[config.mk]
export PLATFORM = sky130hd
export DESIGN_NAME = gf2m_reduce_seq
export DESIGN_NICKNAME = d
export VERILOG_FILES = /design/src/rtl/gf_mul_pkg.sv /design/src/rtl/gf_reduce_step.sv /design/src/rtl/gf2m_reduce_seq.sv
export SDC_FILE = /design/constraint.sdc
export NUM_CORES = 1
export LEC_CHECK = 0
export CAP_MARGIN = 15
export CORE_MARGIN = 1.5
export CORE_UTILIZATION = 50
export CTS_CLUSTER_DIAMETER = 60
export CTS_CLUSTER_SIZE = 10
export DETAILED_ROUTE_END_ITERATION = 10
export GPL_TIMING_DRIVEN = 0
export PLACE_DENSITY = 0.88
export SLEW_MARGIN = 20
export SYNTH_ARGS = -nofsm -noshare
export SYNTH_HDL_FRONTEND = slang
export SYNTH_SLANG_ARGS = --single-unit
[constraint.sdc]
create_clock -name clk -period 2.3 [get_ports clk]
set_input_delay 0.23 -clock clk [delete_from_list [all_inputs] [get_ports clk]]
set_output_delay 0.23 -clock clk [all_outputs]
set_load 0.005 [all_outputs]
[src/rtl/gf_mul_pkg.sv]
// Shared constants and FSM encoding for the GF(2^12) multiplier and
// reduction stages.
package gf_mul_pkg;

  localparam int N = 12;

  // f(x) = x^12 + x^3 + 1
  localparam logic [N:0] POLY = 13'h1009;

  typedef enum logic [1:0] {
    IDLE   = 2'd0,
    REDUCE = 2'd1,
    DONE   = 2'd2
  } state_t;

endpackage

[src/rtl/gf_reduce_step.sv]
// One reduction step: clears bit k of acc by XOR-ing in f(x) aligned to k,
// when that bit is set. Purely combinational.
module gf_reduce_step #(
  parameter int         N    = gf_mul_pkg::N,
  parameter logic [N:0] POLY = gf_mul_pkg::POLY,
  parameter int         KW   = $clog2(2*N-1)
) (
  input  logic [2*N-2:0] acc,
  input  logic [KW-1:0]  k,
  output logic [2*N-2:0] next
);

  localparam logic [2*N-2:0] POLY_EXT = {{(N-2){1'b0}}, POLY};

  // NOTE: next gets its default before the conditional update, so every
  // path assigns it and no latch is inferred.
  always_comb begin
    next = acc;
    if (int'(k) >= N && int'(k) <= 2*N-2 && acc[k]) begin
      next = acc ^ (POLY_EXT << (int'(k) - N));
    end
  end

endmodule

[src/rtl/gf2m_reduce_seq.sv]
// Bit-serial reduction of a 2N-1 bit carry-less product modulo f(x), with
// valid/ready handshakes on both sides and fixed N+1 cycle initiation interval.
module gf2m_reduce_seq
  import gf_mul_pkg::*;
#(
  parameter int         N    = gf_mul_pkg::N,
  parameter logic [N:0] POLY = gf_mul_pkg::POLY
) (
  input  logic           clk,
  input  logic           rst,
  input  logic           in_valid,
  output logic           in_ready,
  input  logic [2*N-2:0] prod,
  output logic           out_valid,
  input  logic           out_ready,
  output logic [N-1:0]   r,
  output logic           busy
);

  localparam int KW = $clog2(2*N-1);

  state_t           state_q, state_d;
  logic [2*N-2:0]   acc_q;
  logic [2*N-2:0]   acc_step;
  logic [KW-1:0]    k_q;
  logic [N-1:0]     r_q;
  logic             out_valid_q;
  logic             last_step;

  gf_reduce_step #(
    .N    (N),
    .POLY (POLY),
    .KW   (KW)
  ) u_step (
    .acc  (acc_q),
    .k    (k_q),
    .next (acc_step)
  );

  assign last_step = (k_q == KW'(N));

  always_comb begin
    state_d = state_q;
    unique case (state_q)
      IDLE:    if (in_valid)  state_d = REDUCE;
      REDUCE:  if (last_step) state_d = DONE;
      DONE:    if (out_ready) state_d = IDLE;
      default: state_d = IDLE;
    endcase
  end

  // NOTE: all sequential state uses non-blocking assignments so every
  // register samples the pre-edge values of the others.
  always_ff @(posedge clk or posedge rst) begin
    if (rst) begin
      state_q     <= IDLE;
      acc_q       <= '0;
      k_q         <= '0;
      r_q         <= '0;
      out_valid_q <= 1'b0;
    end else begin
      state_q <= state_d;
      unique case (state_q)
        IDLE: begin
          if (in_valid) begin
            acc_q <= prod;
            k_q   <= KW'(2*N-2);
          end
        end
        REDUCE: begin
          acc_q <= acc_step;
          // k parks at N on the final step so it never leaves N..2N-2
          if (last_step) begin
            r_q         <= acc_step[N-1:0];
            out_valid_q <= 1'b1;
          end else begin
            k_q <= k_q - 1'b1;
          end
        end
        DONE: begin
          if (out_ready) out_valid_q <= 1'b0;
        end
        default: ;
      endcase
    end
  end

  assign in_ready  = (state_q == IDLE);
  assign busy      = (state_q != IDLE);
  assign out_valid = out_valid_q;
  assign r         = r_q;

endmodule

==> PnR_summary.wiki <==
{| class="wikitable"
! Metric !! Value
|-
| Final weighted congestion of routability-driven global placement || 1.01
|-
| Minimum period implied by the final worst setup slack || 2650 ps
|-
| Die Y-Extent || 79.3 µm
|-
| Register Area || 1080 µm²
|-
| YS warnings || 0
|-
| Maximum count of clock buffers along a single path || 2
|-
| Violations in the final reports || negative setup slack
|-
| Clock-pin slew of the registers on the worst-case setup and hold paths || 100 ps
|-
| CTS Root Cell || clkbuf_8
|-
| Fraction of final layout cells with drive strength greater than 1 || 24.6%
|-
| Kind of cell with the highest combined delay on the critical path || compound AO/OA/AOI/OAI gates
|-
| Peak clock frequency supported by timing || 377 MHz
|-
| Most instantiated library cell after synthesis || nand2_1
|-
| Total length of routed wires || 9.49 mm
|-
| Cell area after placement || 3430 µm²
|-
| Clock buffers created by TritonCTS || 5
|-
| Area enclosed by the die boundary || 6280 µm²
|-
| Dpl ws || -538 ps
|-
| Worst Max-Slew Pin Slew || 835 ps
|-
| Final Max Slew Viols || 0
|-
| Nets@finish || 442
|-
| First drt pass iteration count || 8
|-
| Setup CP Type || reg -> reg
|-
| Post-route DRC || 0
|-
| Async S/R FF share, synth || 100%
|-
| Area share of the leading cell type in the synthesized netlist || 37.0%
|-
| Aggregate global routing overflow || 0
|-
| Ports placed on the boundary || 42
|-
| Avg Vias per Cell || 6.46
|-
| Worst slew margin || 44.3%
|-
| Data required time of the critical path || 2500 ps
|-
| Fillcell total || 392
|-
| Area added between synthesis and finish || 39.1%
|-
| Final worst path period share || 115%
|-
| Largest area contributor in the synthesized netlist || dfrtp_1
|-
| Wire length of the first global-routing pass || 14.6 mm
|-
| Cell-by-cell listing of the critical path || buf_6 > buf_12 > mux4_2 > o2111a_1 > a221oi_4 > buf_6 > buf_6 > nor3_2 > xnor2_2 > a221oi_1
|-
| Via count of the first global-routing pass || 2934
|-
| Kind of path behind the tightest hold check || in -> async
|-
| Final design area excluding fillers || 4050 µm²
|-
| Depth of the most critical reg-to-reg path || 10
|-
| Number of distinct library cells after synthesis || 52
|-
| Drt first-iter violations || 511
|-
| Cell repeated most along the worst path || buf_6
|-
| Fin Hold WS || 204 ps
|-
| Number of endpoints with negative hold slack in the final report || 0
|-
| Count of buffers from port buffering || 41
|-
| Num Clock Sinks || 43
|-
| CTS tree || done
|-
| Standard cell with the maximum stage delay on the critical path || mux4_2
|-
| Antenna violations before repair || 0
|-
| Row cnt || 27
|-
| Cell Pwr Density || 1740 nW/µm²
|-
| Buffering stage count on the worst path with inverters included || 4
|-
| Area of the placeable core || 5570 µm²
|-
| Peak supply drop || 0.000968 V
|-
| Synth cell count leaders || nand2_1, dfrtp_1, nor2_1, a21oi_1, nand3_1
|-
| Worst skew pair latency || 310 ps
|-
| Total area of multi-input combinational cells || 1870 µm²
|-
| Number of levels the H-tree was split into || 2
|-
| Total setup violations reported at the end of the flow || 35
|-
| CP Max Fanout || 6
|-
| Ranking of synthesized cells by area || dfrtp_1, nand2_1, xnor2_1
|-
| Synthesized cell area || 2910 µm²
|-
| Sort of element at the start of the critical path || register
|-
| Initial core utilization || 52.2%
|-
| Sequential-to-total area share from yosys stat || 37.0%
|-
| Number of gates on the worst path with buffers counted || 10
|-
| Status || complete, but fails checks
|-
| Post-synthesis instance total || 337
|-
| Overall die width || 79.3 µm
|-
| Nature of the critical path endpoint || register
|-
| Inserted Diodes || 0
|-
| Number of routed nets with antenna violations || 0
|-
| Maximum number of pins on one net before global-route repair || 28
|-
| Total Routing Usage GR || 30.2%
|-
| Post-Route Skew || 19.4 ps
|-
| Synthesized area per cell || 8.63 µm²
|-
| Stage delay of the slowest cell on the critical path || 520 ps
|-
| Leakage power total || 1.58 nW
|-
| RSZ-0062 raised after global routing || yes
|-
| Average routed wire per standard cell || 19.6 µm
|-
| Max_cap viols || 0
|-
| EDFF count, synth || 0
|-
| Post-Synthesis Net Count || 369
|-
| Via count || 3120
|-
| Worst path setup slack after routing || -353 ps
|-
| Critical path data arrival time || 2860 ps
|-
| Synthesis-stage register bit count || 43
|-
| Detailed placement HPWL || 6.08 mm
|-
| Top flip-flop cell by instance count after synthesis || dfrtp_1
|}
## placed cells by master (no fill, tap or decap), types with 10 or more instances in the layout
cell             count
dfrtp_1             40
o22ai_1             10
nand3b_1            11
buf_6               10
a21oi_1             16
buf_4               15
xnor2_1             14
nor2_1              33
nand3_1             16
clkdlybuf4s50_1     41
o21ai_1             11
nand2_1             40
## kinds of logic (layout without fill, tap and decap cells)
logic type	Yosys count	in the layout	share of synthesized area, %
compound gates	85	85	21.3
fa+ha+maj	5	5	2.15
simple gates	145	145	25.3
xor+xnor	17	17	5.12
flops	43	43	37.0
mux	8	8	3.61
buf+inv	34	108	5.46
## timing repair
action,CTS,global route
hold buffers,0,0
gates cloned,3,1
setup endpoints to repair,35,41
pin swaps,14,19
setup buffers,18,2
gates resized for setup,37,36
## state kept, by name, indices dropped and copies added, names as in the netlist
register and cells:
out_valid 1, r 12, k_q 5, state_q 2, acc_q 23
## through the flow
stage | total power, mW | TNS (ps) | instances | utilization, %
floorplan | 3.93 | 0 | 337 | -
global placement | 4.80 | -8040 | 450 | 61.3
detailed placement | 4.89 | -9270 | 451 | 61.6
CTS | 6.26 | -3770 | 480 | 69.1
global route | 7.40 | -10720 | 483 | 72.6
finish | 7.05 | -8160 | 483 | 72.6
## where the power goes
part / leakage [nW] / internal [mW] / switching, mW
Clock: 0.0618 / 0.358 / 0.290
Combinational: 1.00 / 2.29 / 2.69
Sequential: 0.517 / 1.10 / 0.324
## area by class of cell
cell class                 instances  area share, %
timing repair buffer              66           16.6
clock buffer                       6           2.04
inverter                          10           1.05
buffer                            24           4.27
sequential                        43           26.7
multi-input combinational        260           46.2
clock inverter                     2          0.959
tap                               72           2.23
## worst paths after layout
| check | startpoint | end | slack [ps] |
|---|---|---|---|
| worst max-delay path | k_q[2] | acc_q[7] | -350 |
| worst min-delay path | rst | k_q[3] | 200 |
| worst max register to register | k_q[2] | acc_q[7] | -350 |
| worst min register to register | r[10] | r[10] | 490 |
| max in group asynchronous | rst | acc_q[14] | 1620 |
| min in group clk | r[10] | r[10] | 490 |
## layer usage
metal / global-route usage [%] / vias to the layer above / routed length, µm
li1: - / 1375 / -
met1: 40.2 / 1472 / 3660
met2: 49.4 / 217 / 4480
met3: 4.71 / 56 / 889
met4: 11.2 / 0 / 454
met5: 0 / - / 0
(Power assumes the default switching activity.)
